**src/rtl/door_pkg.sv**
```systemverilog
// Shared types and constants for the elevator door controller.
package door_pkg;

    // Door sequencing states; the state register holds one of these.
    typedef enum logic [1:0] {
        ST_CLOSED  = 2'd0,
        ST_OPENING = 2'd1,
        ST_OPEN    = 2'd2,
        ST_CLOSING = 2'd3
    } door_state_t;

    // Floors 0,1,3,5 open both sides; floors 2,4,6 open the front only.
    localparam logic [13:0] DOOR_SIDE_MASK_DEFAULT = 14'b01_11_01_11_01_11_11;

    // Bit positions of the door sides inside a per-floor mask.
    localparam int SIDE_FRONT = 0;
    localparam int SIDE_REAR  = 1;

endpackage

```
**src/rtl/door_timer.sv**
```systemverilog
// Loadable down counter that times the door phases. Expiry is flagged while
// the count is 1, i.e. on the last cycle of a phase; the count never wraps.
module door_timer #(
    parameter int W = 5
) (
    input  logic         clk,
    input  logic         reset_n,
    input  logic         load,
    input  logic [W-1:0] value,
    output logic         expired
);

    logic [W-1:0] r_cnt;

    // Count register: load has priority, otherwise count down and stop at zero.
    always_ff @(posedge clk) begin
        if (!reset_n) begin
            r_cnt <= '0;
        end else if (load) begin
            r_cnt <= value;
        end else if (r_cnt != '0) begin
            r_cnt <= r_cnt - W'(1);
        end else begin
            r_cnt <= r_cnt;
        end
    end

    assign expired = (r_cnt == W'(1));

endmodule

```
**src/rtl/door_ctrl.sv**
```systemverilog
// Elevator door controller: timed open/dwell/close sequence per car with
// per-floor side selection. Optional feature macro DOOR_NUDGE_EN adds a
// reopen counter that forces the doors shut after MAX_REOPENS obstructions.
module door_ctrl
    import door_pkg::*;
#(
    parameter int N_FLOORS     = 7,
    parameter int N_SIDES      = 2,
    parameter logic [N_FLOORS*N_SIDES-1:0] SIDE_MASK = DOOR_SIDE_MASK_DEFAULT,
    parameter int OPEN_CYCLES  = 4,
    parameter int DWELL_CYCLES = 16,
    parameter int CLOSE_CYCLES = 4,
    parameter int MAX_REOPENS  = 3,
    parameter int FL_W         = (N_FLOORS > 1) ? $clog2(N_FLOORS) : 1
) (
    input  logic               clk,
    input  logic               reset_n,
    input  logic [FL_W-1:0]    current_fl,
    input  logic               at_floor,
    input  logic               open_req,
    input  logic               close_req,
    input  logic               obstruct,
    output logic [N_SIDES-1:0] door_open,
    output logic               door_closed,
    output logic               req_ignored,
    output logic               fault,
    output logic               nudge
);

    localparam int T_MAX0 = (OPEN_CYCLES > DWELL_CYCLES) ? OPEN_CYCLES : DWELL_CYCLES;
    localparam int T_MAX  = (T_MAX0 > CLOSE_CYCLES) ? T_MAX0 : CLOSE_CYCLES;
    localparam int TW     = $clog2(T_MAX + 1);

    door_state_t        r_state, w_next_state;
    logic [N_SIDES-1:0] r_side_q, w_next_side, w_fl_mask;
    logic [N_SIDES-1:0] r_door_open;
    logic               r_door_closed, r_req_ignored, r_fault, r_nudge;
    logic               w_fl_valid, w_accept, w_ignore;
    logic               w_load, w_expired, w_nudge_lock;
    logic [TW-1:0]      w_load_val;

    door_timer #(.W(TW)) u_timer (
        .clk     (clk),
        .reset_n (reset_n),
        .load    (w_load),
        .value   (w_load_val),
        .expired (w_expired)
    );

    assign w_fl_valid = ({1'b0, current_fl} < (FL_W + 1)'(N_FLOORS));
    assign w_accept   = at_floor && w_fl_valid && (w_fl_mask != '0);

    // Look up the side mask of the current floor; invalid floors give zero.
    always_comb begin
        w_fl_mask = '0;
        for (int f = 0; f < N_FLOORS; f++) begin
            if (current_fl == FL_W'(f)) begin
                w_fl_mask = SIDE_MASK[f*N_SIDES +: N_SIDES];
            end else begin
                w_fl_mask = w_fl_mask;
            end
        end
    end

    // Next-state, timer load and side latch decisions.
    always_comb begin
        w_next_state = r_state;
        w_next_side  = r_side_q;
        w_load       = 1'b0;
        w_load_val   = '0;
        w_ignore     = 1'b0;
        case (r_state)
            ST_CLOSED: begin
                if (open_req && w_accept) begin
                    w_next_state = ST_OPENING;
                    w_next_side  = w_fl_mask;
                    w_load       = 1'b1;
                    w_load_val   = TW'(OPEN_CYCLES);
                end else if (open_req) begin
                    w_ignore = 1'b1;
                end else begin
                    w_next_state = ST_CLOSED;
                end
            end
            ST_OPENING: begin
                // open_req is deliberately not looked at while opening
                if (w_expired) begin
                    w_next_state = ST_OPEN;
                    w_load       = 1'b1;
                    w_load_val   = TW'(DWELL_CYCLES);
                end else begin
                    w_next_state = ST_OPENING;
                end
            end
            ST_OPEN: begin
                if (obstruct || open_req) begin
                    w_load     = 1'b1;
                    w_load_val = TW'(DWELL_CYCLES);
                end else if (close_req || w_expired) begin
                    w_next_state = ST_CLOSING;
                    w_load       = 1'b1;
                    w_load_val   = TW'(CLOSE_CYCLES);
                end else begin
                    w_next_state = ST_OPEN;
                end
            end
            ST_CLOSING: begin
                if ((obstruct && !w_nudge_lock) || open_req) begin
                    w_next_state = ST_OPENING;
                    w_load       = 1'b1;
                    w_load_val   = TW'(OPEN_CYCLES);
                end else if (w_expired) begin
                    w_next_state = ST_CLOSED;
                end else begin
                    w_next_state = ST_CLOSING;
                end
            end
            default: begin
                w_next_state = ST_CLOSED;
            end
        endcase
    end

    // State and latched side mask.
    always_ff @(posedge clk) begin
        if (!reset_n) begin
            r_state  <= ST_CLOSED;
            r_side_q <= '0;
        end else begin
            r_state  <= w_next_state;
            r_side_q <= w_next_side;
        end
    end

    // Registered Moore outputs derived from the upcoming state.
    always_ff @(posedge clk) begin
        if (!reset_n) begin
            r_door_open   <= '0;
            r_door_closed <= 1'b1;
            r_req_ignored <= 1'b0;
            r_fault       <= 1'b0;
        end else begin
            r_door_open   <= (w_next_state == ST_CLOSED) ? '0 : w_next_side;
            r_door_closed <= (w_next_state == ST_CLOSED);
            r_req_ignored <= w_ignore;
            r_fault       <= r_fault | (!at_floor && (r_state != ST_CLOSED));
        end
    end

`ifdef DOOR_NUDGE_EN
    localparam int RC_W = (MAX_REOPENS > 0) ? $clog2(MAX_REOPENS + 1) : 1;

    logic [RC_W-1:0] r_reopen_cnt, w_reopen_cnt_nxt;
    logic            w_reopen_obs;

    assign w_nudge_lock = (r_reopen_cnt >= RC_W'(MAX_REOPENS));
    assign w_reopen_obs = (r_state == ST_CLOSING) && obstruct && !w_nudge_lock;

    // Reopen count: bump on obstruction reopens, clear when the doors close.
    always_comb begin
        w_reopen_cnt_nxt = r_reopen_cnt;
        if (w_next_state == ST_CLOSED) begin
            w_reopen_cnt_nxt = '0;
        end else if (w_reopen_obs) begin
            w_reopen_cnt_nxt = r_reopen_cnt + RC_W'(1);
        end else begin
            w_reopen_cnt_nxt = r_reopen_cnt;
        end
    end

    // Reopen counter and nudge flag, held until the doors are closed.
    always_ff @(posedge clk) begin
        if (!reset_n) begin
            r_reopen_cnt <= '0;
            r_nudge      <= 1'b0;
        end else begin
            r_reopen_cnt <= w_reopen_cnt_nxt;
            r_nudge      <= (w_next_state != ST_CLOSED) &&
                            (w_reopen_cnt_nxt >= RC_W'(MAX_REOPENS));
        end
    end
`else
    assign w_nudge_lock = 1'b0;

    // Without the nudge feature the flag stays low.
    always_ff @(posedge clk) begin
        if (!reset_n) begin
            r_nudge <= 1'b0;
        end else begin
            r_nudge <= 1'b0;
        end
    end
`endif

    assign door_open   = r_door_open;
    assign door_closed = r_door_closed;
    assign req_ignored = r_req_ignored;
    assign fault       = r_fault;
    assign nudge       = r_nudge;

endmodule

```
**config.mk**
```make
export PLATFORM = sky130hd
export DESIGN_NAME = door_ctrl
export DESIGN_NICKNAME = d
export VERILOG_FILES = /design/src/rtl/door_pkg.sv /design/src/rtl/door_timer.sv /design/src/rtl/door_ctrl.sv
export SDC_FILE = /design/constraint.sdc
export NUM_CORES = 1
export LEC_CHECK = 0
export CAP_MARGIN = 15
export CORE_MARGIN = 3
export CORE_UTILIZATION = 52
export CTS_CLUSTER_SIZE = 12
export DETAILED_ROUTE_END_ITERATION = 10
export PLACE_DENSITY = 0.84
export SLEW_MARGIN = 30
export SYNTH_ARGS = -nofsm -noshare
export SYNTH_HDL_FRONTEND = slang
export SYNTH_SLANG_ARGS = --single-unit
export TNS_END_PERCENT = 10
```
**constraint.sdc**
```tcl
create_clock -name clk -period 4.75 [get_ports clk]
set_input_delay 1.425 -clock clk [delete_from_list [all_inputs] [get_ports clk]]
set_output_delay 1.425 -clock clk [all_outputs]
set_load 0.02 [all_outputs]
```
==> results.md <==
- The largest single stage delay on the critical path is 0.49 ns.
- The highest clock frequency the design can meet is 359 MHz.
- The antenna diode count is 0.
- The initial core utilization is 56.5%.
- The count of clock tree sinks is 14.
- Once detail routing completed, the nets flagged for antenna violations numbered 0.
- Yosys printed 0 warnings.
- Across all layers, the routed design uses 619 vias.
- The run finished with clean final reports.
- Yosys instantiated no cell more often than sky130_fd_sc_hd__dfxtp_1.
- The first-pass GRT wire length is 2350 µm.
- For this run, the leading register cell type out of synthesis is sky130_fd_sc_hd__dfxtp_1.
- The total routed wirelength is 1370 µm.
- The worst path arrival time is 2.97 ns.
- After synthesis, the mean cell area works out to 8.86 µm².
- STA classifies the critical path startpoint as an input pin.
- The routability congestion estimate from global placement is 0.865.
- Of all flip-flops after synthesis, the portion carrying an async set or reset was 0%.
- The source-to-sink clock delay at the later pin of the worst-skew pair is 0.27 ns.
- The worst setup path category is in2reg.
- The sum of negative setup slack is 0 ns.
- Of all nets on the critical path, the largest fanout is 6.
- From synthesis to final layout, the design area changed by 22.7%.
- The overall global routing resource usage is 16.0%.
- STA classifies the critical path endpoint as a flop.
- Counting every instance in the synthesized netlist gives 84.
- Dividing the detail-routed wire length by the instance count gives 12.2 µm.
- The kind of cell with the highest combined delay along the critical path is compound AO/OA/AOI/OAI gates.
- The number of standard cells in the final layout excluding fillers is 113.
- The class of the worst hold path is reg2reg.
- In the post-synthesis netlist, the biggest area contributors are sky130_fd_sc_hd__dfxtp_1 38%, sky130_fd_sc_hd__ha_1 5.0%, sky130_fd_sc_hd__a21oi_1 4.0%.
- The pre-antenna-repair detailed-routing pass consisted of 4 iterations.
- Across all setup checks in the final design, the least slack found is 1.96 ns.
- The number of buffers between clock root and the deepest sink is 2.
- TritonCTS built the clock tree.
- Hold timing on the final database bottoms out at a slack of 0.468 ns.
- The post-CTS setup buffer count is 0.
- The number of global-route vias before repair is 574.
- Clock tree synthesis selected as its root buffer the cell sky130_fd_sc_hd__clkbuf_4.
- Setup repair after global routing left no endpoint under its margin.
- Counting the fill cells in the layout gives 125.
- The number of H-tree levels is 1.
- Using the TritonRoute via totals, the vias-per-cell ratio works out to 5.48.
- The share of Yosys cell area claimed by the top area cell type is 37.6%.
- In the synthesized netlist, the cells that appear most often are 14 x sky130_fd_sc_hd__dfxtp_1, 8 x sky130_fd_sc_hd__inv_1, 8 x sky130_fd_sc_hd__nor2_1.
- The flip-flop and latch area is 280 µm².
- The total of hold buffers inserted after clock tree synthesis is 0.
- The number of register bits inferred by synthesis is 14.
- For this design the static power due to leakage is 0.377 nW.
- 15 I/O pins were placed.
- The floorplan step defined a die boundary enclosing 1920 µm².
- The final worst clock skew is 0.00780 ns.
- The clock input transition at the sequential cells of the worst setup and hold paths is 0.09 ns.
- The total number of nets in the final design is 111.
- The data required time of the worst path is 4.93 ns.
- Measured along the y axis, the die boundary spans 43.8 µm.
- After detailed routing, the number of remaining DRC violations is 0.
- VDD sags by at most 0.243 mV.
- The unique cell type count in the Yosys netlist is 39.
- The slowest cell on the critical path is sky130_fd_sc_hd__clkdlybuf4s50_1.
- After clock tree synthesis, the repair step resized 0 gates.
- Summing all placed instances gives a cell area of 877 µm².
- The setup slack after placement is 1.69 ns.
- The time the worst path needs with I/O delays and setup is 2.79 ns.
- The count of standard-cell rows is 13.
- The final setup violation count is 0.
- Counting both buffers and inverters, the worst setup path holds a total of 1.
- The placed instance count is 109.
- The number of slew-limit violations in the final report is 0.
- The total clock buffers created by CTS is 3.
- The final instance area is 913 µm².
- The initial antenna violation count was 0.
- The die boundary width is 43.8 µm.
- The global-route congestion overflow total is 0.
- The detailed placement HPWL is 1110 µm.
- Counting flops with a built-in enable in the synthesized netlist gives 0.
- The count of port buffers added during placement is 13.
- The post-route core utilization is 69.3%.
- The share of the Yosys chip area taken by registers is 37.6%.
- Max-cap violations in this run came to 0.
- The overall power after layout is 0.408 mW.
- The power per cell area is 446 nW/µm².
- The biggest area consumer among synthesized cells is sky130_fd_sc_hd__dfxtp_1.
- The proportion of layout cells with a drive suffix above 1 is 10.2%.
- The number of nets produced by synthesis is 96.
- The worst path uses 58.7% of the clock period.
- The total area inside the core boundary comes to 1320 µm².
- The worst-case register-to-register setup slack is 2.97 ns.
- Entering global routing, the biggest net connects 13 pins.
- The area of the multi-input gates is 418 µm².
- Traced cell by cell, the critical path runs through clkdlybuf4s50_1 -> or2_2 -> a22oi_1 -> o2111ai_1 -> a211oi_1.
- After the first detailed-routing iteration, the DRC count stood at 12.
- Summing every instance area after synthesis gives 744 µm².
- The final hold violation count is 0.
final cells by class:
type                            count  share of cell area (%)
Multi-Input combinational cell     59                    45.8
Sequential cell                    14                    30.7
Timing Repair Buffer               13                    14.2
Clock buffer                        4                    3.97
Inverter                            8                    3.29
Tap cell                           15                    2.05
logic make-up (layout without fill, tap and decap cells):
family | count (synthesis) | count (layout) | share of synthesized area, %
AO/OA/AOI/OAI | 22 | 22 | 21.3
AND/OR/NAND/NOR | 29 | 29 | 24.2
XOR/XNOR | 3 | 3 | 3.53
adder cells (fa/ha/maj) | 3 | 3 | 5.04
other | 1 | 1 | 0.504
flip-flops | 14 | 14 | 37.6
multiplexers | 1 | 1 | 1.51
buffers and inverters | 11 | 25 | 6.22
placed cells by master (no fill, tap or decap), types with 2 or more instances in the layout:
master and instances:
sky130_fd_sc_hd__dfxtp_1 14, sky130_fd_sc_hd__clkbuf_4 3, sky130_fd_sc_hd__inv_1 8, sky130_fd_sc_hd__nor2b_1 3, sky130_fd_sc_hd__xor2_1 2, sky130_fd_sc_hd__and2_1 4
sky130_fd_sc_hd__nand3_1 2, sky130_fd_sc_hd__o21a_1 2, sky130_fd_sc_hd__nor2_1 8, sky130_fd_sc_hd__a21oi_1 6, sky130_fd_sc_hd__nand2_1 4, sky130_fd_sc_hd__clkdlybuf4s50_1 13
sky130_fd_sc_hd__ha_1 3
where the power goes:
part	switching, mW	internal [mW]
clock	0.0370	0.0465
combinational	0.0776	0.0803
sequential	0.0261	0.140
total	0.141	0.267
worst paths after layout:
path                         start          endpoint  depth (start not counted)
hold / removal         r_side_q[0]       r_side_q[0]                          2
setup reg to reg  u_timer.r_cnt[1]  u_timer.r_cnt[1]                          6
setup / recovery          open_req  u_timer.r_cnt[1]                          5
hold reg to reg        r_side_q[0]       r_side_q[0]                          2
worst min-delay path, stage by stage (launching register included):
cell and delay, ns:
sky130_fd_sc_hd__dfxtp_1 0.32, sky130_fd_sc_hd__a21oi_1 0.05, sky130_fd_sc_hd__nor2_1 0.08
metal layers:
| layer | global-route usage, % | routed length (µm) | vias up |
|---|---|---|---|
| li1 | - | - | 326 |
| met3 | 2.49 | 42 | 0 |
| met2 | 28.5 | 703 | 9 |
| met1 | 19.2 | 628 | 284 |
| met4 | 5.42 | 0 | 0 |
| met5 | 0 | 0 | - |
state kept, by name, indices dropped and copies added (netlist names):
signal,count
door_closed,1
door_open,2
fault,1
r_side_q,2
r_state,2
req_ignored,1
u_timer.r_cnt,5
No activity file was read; power rests on OpenSTA's default activity.
